--- src/rtl/fetch_stage_pkg.sv ---
// Shared types and constants for the instruction-fetch stage.
package fetch_stage_pkg;

  localparam int unsigned XLEN        = 32;
  localparam int unsigned CAUSE_WIDTH = 2;

  localparam logic [XLEN-1:0] NOP_INSTR_DEFAULT = 32'h0000_0013;

  localparam logic [CAUSE_WIDTH-1:0] CAUSE_NONE     = 2'b00;
  localparam logic [CAUSE_WIDTH-1:0] CAUSE_MISALIGN = 2'b01;
  localparam logic [CAUSE_WIDTH-1:0] CAUSE_RANGE    = 2'b10;

  typedef enum logic [1:0] {
    ST_BOOT = 2'b00,
    ST_RUN  = 2'b01,
    ST_TRAP = 2'b10
  } fetch_state_e;

  // Byte address of the sequentially next instruction (wraps modulo 2^32).
  function automatic logic [XLEN-1:0] next_word_addr(input logic [XLEN-1:0] addr);
    return addr + XLEN'(4);
  endfunction

endpackage

--- src/rtl/fetch_stage_if_id_register.sv ---
// IF/ID pipeline register: holds the fetched word and its address for decode.
module fetch_stage_if_id_register
  import fetch_stage_pkg::*;
#(
  parameter logic [31:0] NOP_INSTR = NOP_INSTR_DEFAULT
) (
  input  logic        clk,
  input  logic        reset,
  input  logic        load_i,
  input  logic        flush_i,
  input  logic [31:0] instr_i,
  input  logic [31:0] pc_i,
  output logic        valid_o,
  output logic [31:0] instr_o,
  output logic [31:0] pc_o,
  output logic [31:0] pc_plus4_o
);

  logic        valid_q;
  logic [31:0] instr_q;
  logic [31:0] pc_q;
  logic [31:0] pc_plus4_q;

  // Flush wins over load; with neither the entry holds unchanged.
  always_ff @(posedge clk or posedge reset) begin
    if (reset) begin
      valid_q    <= 1'b0;
      instr_q    <= NOP_INSTR;
      pc_q       <= '0;
      pc_plus4_q <= '0;
    end else if (flush_i) begin
      valid_q <= 1'b0;
      instr_q <= NOP_INSTR;
    end else if (load_i) begin
      valid_q    <= 1'b1;
      instr_q    <= instr_i;
      pc_q       <= pc_i;
      pc_plus4_q <= next_word_addr(pc_i);
    end
  end

  assign valid_o    = valid_q;
  assign instr_o    = instr_q;
  assign pc_o       = pc_q;
  assign pc_plus4_o = pc_plus4_q;

endmodule

--- src/rtl/fetch_stage.sv ---
// Instruction-fetch stage: owns the PC, fetches from a combinational imem,
// feeds decode through IF/ID and parks in TRAP on a bad fetch address.
module fetch_stage
  import fetch_stage_pkg::*;
#(
  parameter logic [31:0] RESET_PC        = 32'h0000_0000,
  parameter logic [31:0] TRAP_VECTOR     = 32'h0000_0100,
  parameter int unsigned IMEM_ADDR_WIDTH = 16,
  parameter logic [31:0] NOP_INSTR       = NOP_INSTR_DEFAULT
) (
  input  logic        clk,
  input  logic        reset,
  output logic [31:0] imem_addr,
  input  logic [31:0] imem_rdata,
  input  logic        redirect_valid,
  input  logic [31:0] redirect_target,
  output logic        out_valid,
  input  logic        out_ready,
  output logic [31:0] out_instr,
  output logic [31:0] out_pc,
  output logic [31:0] out_pc_plus4,
  output logic        fault,
  output logic [1:0]  fault_cause,
  output logic [31:0] fault_addr,
  input  logic        fault_clear
);

  fetch_state_e     state_q, state_d;
  logic [31:0]      pc_q, pc_d;
  logic             fault_q, fault_d;
  logic [1:0]       cause_q, cause_d;
  logic [31:0]      fault_addr_q, fault_addr_d;

  logic             ifid_load;
  logic             ifid_flush;
  logic             handshake;
  logic             out_of_range;

  assign handshake    = out_valid && out_ready;
  assign out_of_range = (pc_q >> IMEM_ADDR_WIDTH) != '0;

  always_ff @(posedge clk or posedge reset) begin
    if (reset) begin
      state_q      <= ST_BOOT;
      pc_q         <= RESET_PC;
      fault_q      <= 1'b0;
      cause_q      <= CAUSE_NONE;
      fault_addr_q <= '0;
    end else begin
      state_q      <= state_d;
      pc_q         <= pc_d;
      fault_q      <= fault_d;
      cause_q      <= cause_d;
      fault_addr_q <= fault_addr_d;
    end
  end

  // Next-PC selection and FSM; redirect beats range check beats sequential fetch.
  always_comb begin
    state_d      = state_q;
    pc_d         = pc_q;
    fault_d      = fault_q;
    cause_d      = cause_q;
    fault_addr_d = fault_addr_q;
    ifid_load    = 1'b0;
    ifid_flush   = 1'b0;

    case (state_q)
      ST_BOOT: begin
        state_d = ST_RUN;
      end
      ST_RUN: begin
        if (redirect_valid) begin
          ifid_flush = 1'b1;
          if (redirect_target[1:0] != 2'b00) begin
            state_d      = ST_TRAP;
            fault_d      = 1'b1;
            cause_d      = CAUSE_MISALIGN;
            fault_addr_d = redirect_target;
          end else begin
            pc_d = redirect_target;
          end
        end else if (out_of_range) begin
          state_d      = ST_TRAP;
          fault_d      = 1'b1;
          cause_d      = CAUSE_RANGE;
          fault_addr_d = pc_q;
          ifid_flush   = handshake;
        end else if (!out_valid || out_ready) begin
          ifid_load = 1'b1;
          pc_d      = next_word_addr(pc_q);
        end
      end
      ST_TRAP: begin
        // A word captured before the fault may still drain to decode.
        ifid_flush = handshake;
        if (fault_clear) begin
          state_d = ST_RUN;
          pc_d    = TRAP_VECTOR;
          fault_d = 1'b0;
          cause_d = CAUSE_NONE;
        end
      end
      default: begin
        state_d = ST_BOOT;
      end
    endcase
  end

  fetch_stage_if_id_register #(
    .NOP_INSTR (NOP_INSTR)
  ) u_if_id (
    .clk        (clk),
    .reset      (reset),
    .load_i     (ifid_load),
    .flush_i    (ifid_flush),
    .instr_i    (imem_rdata),
    .pc_i       (pc_q),
    .valid_o    (out_valid),
    .instr_o    (out_instr),
    .pc_o       (out_pc),
    .pc_plus4_o (out_pc_plus4)
  );

  assign imem_addr   = pc_q;
  assign fault       = fault_q;
  assign fault_cause = cause_q;
  assign fault_addr  = fault_addr_q;

endmodule

--- config.mk ---
export PLATFORM = sky130hd
export DESIGN_NAME = fetch_stage
export DESIGN_NICKNAME = d
export VERILOG_FILES = /design/src/rtl/fetch_stage_pkg.sv /design/src/rtl/fetch_stage_if_id_register.sv /design/src/rtl/fetch_stage.sv
export SDC_FILE = /design/constraint.sdc
export NUM_CORES = 1
export LEC_CHECK = 0
export CORE_MARGIN = 2
export CORE_UTILIZATION = 45
export DETAILED_ROUTE_END_ITERATION = 8
export PLACE_DENSITY = 0.88
export SYNTH_ARGS = -nofsm -noshare
export SYNTH_HDL_FRONTEND = slang
export SYNTH_SLANG_ARGS = --single-unit
export TNS_END_PERCENT = 20
--- constraint.sdc ---
create_clock -name clk -period 6.9 [get_ports clk]
set_input_delay 2.07 -clock clk [delete_from_list [all_inputs] [get_ports clk]]
set_output_delay 2.07 -clock clk [all_outputs]
set_load 0.02 [all_outputs]
==> flow_summary.toml <==
[setup_path]
r2r_cells = 8
worstPathRequired_ns = 7.16
worstReg2RegStart = "state_q[0]$_DFFE_PP0P_"
critical_path.cell_chain = "clkdlybuf4s50_1, nor2b_1, nor4_1, a21oi_2, buf_4, or2_1, o21ai_0"
critical_path_buf_inv_count = 2
ff2ff_setup_slack_ns = 3.75
crit_path_start = "out_ready"
rr_endpoint = "imem_addr[26]$_DFFE_PP0P_"
startpoint_type = "input port"
critPathMaxFanout = 34
end_kind = "flip-flop"
cpMaxStageDelayCell = "or2_1"
crit_type = "input port to flip-flop"
critPathMaxStageDelay_ns = 0.83
cp.arrival_ns = 4.56
critPathTopFamily = "simple AND/OR/NAND/NOR gates"

[clocking]
h-tree-depth = 4
cts_tree = "built"
root_buffer = "clkbuf_16"
cts_resized = 0
clock_latency_ns = 0.43
clockBufferDepth = 2
cts_hold_buf = 0
cts_buffers = 17
cts_setup_buffers = 0
clock-sinks = 164
clk_pin_slew_ns = 0.07

[global_routing]
grt_overflow = 0
grt.met1_usage_pct = 32.6
grt_use_total_pct = 24.5
grt_pass1_wl_mm = 34.9
antenna_found_initial = 0
gr-max-usage-layer = "met2"
grt_pass1_vias = 6624
grt_max_degree = 84
use_met3_pct = 6.58
use_met2_pct = 38.3

[sta]
slew_viol_final = 0
finalSetupViolations = 0
finalHoldViolations = 0
relSlewSlack_pct = 21.4
worstMarginPinSlew_ns = 1.18
period_share_pct = 62.3
fmax_ghz = 0.232
skew_ns = 0.00858
period_needed_ns = 4.30
fin_setup_tns_ns = 0
grt_setup_unrepaired = "no"

[pwr]
peakVddDrop_uv = 212
leakage_nw = 4.50
power_mw = 3.99
power_density_nw_per_um2 = 376

[layout]
final_core_util_pct = 64.0
final_area_um2 = 10600
num_antenna_cells = 0
nets = 1045
instances_no_fill = 1204
drive_above_1_share_pct = 7.62
area_growth_pct = 39.2

[synthesis]
postSynthCellCount = 774
ys_types = 58
ys_warn_count = 0
yosys-top-cells-area = "dfrtp_1 53%, nand2_1 6.6%, o21ai_0 5.2%"
yosys_register_bits = 164
synth_commonest_cells = "161 x dfrtp_1, 134 x nand2_1, 79 x o21ai_0"
yosys.area.top_type = "dfrtp_1"
synth_edf_count = 0
synth_fp_nets = 848
synth_top_cell_area_share_pct = 52.9
netlist_area_um2 = 7620
synth-async-reset-ratio_pct = 100
yosysMostFrequentCell = "dfrtp_1"
synth_flop_cell = "dfrtp_1"
syn_avg_cell_area_um2 = 9.84
ys_seq_area_share_pct = 53.9

[floorplan]
core_um2 = 16600
start_util_pct = 45.9
dieWidth_um = 134
die_height_um = 134
rows = 47
dieArea_um2 = 18000
ioPinCount = 233

[routing]
drc = 0
vias_per_cell = 5.43
wl_mm = 21.8
drt_iter0_markers = 743
drtAntennaViolNets = 0
first_pass_iters = 6
wire_per_inst_um = 18.1
vias = 6541

[place]
dpl.hpwl_mm = 14.8
place_inst = 1172
io_buffers = 232
placed_cell_area_um2 = 9990
place.gp.congestion = 0.807

[run_status]
outcome = "complete, no violations"

[worst_hold_path]
whs_endpoint = "fault_addr[15]$_DFFE_PP0P_"
min_path_cells = 2
min_from = "fault_addr[15]$_DFFE_PP0P_"
hold_path.class = "flip-flop to flip-flop"

[job]
cap_violations = 0
[registers in the layout, indices dropped and copies added, names as in the netlist]
signal              cells
u_if_id.pc_plus4_o     32
fault_cause             2
fault_addr             32
u_if_id.instr_o        32
imem_addr              32
fault                   1
u_if_id.valid_o         1
state_q                 2
u_if_id.pc_o           30
[through the flow]
stage | setup WS (ns) | hold WS, ns
CTS | 2.60 | 0.485
global placement | 2.26 | 0.461
detailed placement | 2.17 | 0.470
global route | 2.40 | 0.499
finish | 2.60 | 0.481
floorplan | 0.402 | 0.500
[routing by layer]
metal  wire, um  vias to the layer above
met4        720                        0
met3       1570                       50
li1           -                     3077
met1       9230                     3153
met2      10300                      261
met5          0                        -
[tightest hold or removal path, stage by stage, from the launching register on]
cell	delay, ns
dfrtp_1	0.34
nand2_1	0.05
o21ai_0	0.06
[cell usage in the layout (no fill, tap or decap), types with 3 or more instances in the layout]
cell | synthesis | final
o31a_1 | 3 | 3
nor4_1 | 4 | 4
inv_6 | 0 | 7
dfstp_2 | 3 | 3
or3_1 | 3 | 3
ha_1 | 5 | 5
mux2_2 | 15 | 15
and2_1 | 32 | 32
dfrtp_1 | 161 | 161
inv_1 | 11 | 10
nand3b_1 | 4 | 4
a21oi_1 | 47 | 47
o21ai_0 | 79 | 79
a41oi_1 | 4 | 4
nor3_1 | 11 | 11
o31ai_1 | 4 | 4
mux2i_1 | 34 | 34
a22oi_1 | 10 | 10
a31oi_1 | 11 | 11
buf_4 | 2 | 10
clkdlybuf4s50_1 | 0 | 231
nand2b_1 | 3 | 3
nand3_1 | 11 | 10
a32oi_1 | 4 | 4
a2bb2oi_1 | 3 | 3
nor2b_1 | 5 | 5
nand2_1 | 134 | 134
nor2_1 | 31 | 30
xor2_1 | 3 | 3
and4_1 | 3 | 3
nor4_2 | 4 | 4
a32o_1 | 3 | 3
nand4_1 | 6 | 6
xnor2_1 | 10 | 10
o21ai_1 | 22 | 22
clkbuf_16 | 0 | 17
[worst max-delay path by stage]
stage | slack (ns) | end | cells after the start
floorplan | 0.40 | fault$_DFFE_PP0P_ | 1
global placement | 2.26 | u_if_id.pc_plus4_o[3]$_DFFE_PP0P_ | 6
detailed placement | 2.17 | u_if_id.pc_o[8]$_DFFE_PP0P_ | 6
CTS | 2.60 | u_if_id.pc_o[8]$_DFFE_PP0P_ | 6
global route | 2.40 | u_if_id.pc_o[4]$_DFFE_PP0P_ | 6
finish | 2.60 | imem_addr[26]$_DFFE_PP0P_ | 7
[where the power goes]
part	internal, mW	leakage, nW	switching (mW)
clock network	0.566	0.300	0.427
registers	1.19	2.18	0.292
logic	0.654	2.01	0.857
total	2.41	4.50	1.58
[kinds of logic after synthesis]
logic type / synth area share, %
flip-flops: 53.9
XOR/XNOR: 1.49
multiplexers: 6.68
buffers and inverters: 4.55
AND/OR/NAND/NOR: 17.4
AO/OA/AOI/OAI: 15.1
adder cells (fa/ha/maj): 0.821
[final cells by class]
class,count,area [um2]
Sequential cell,164,4110
Inverter,11,46.3
Clock inverter,13,160
Tap cell,220,275
Timing Repair Buffer,241,2390
Clock buffer,19,453
Multi-Input combinational cell,536,3180
Fill cell,1379,5980
Note: power is estimated with default switching activity, not from simulation.
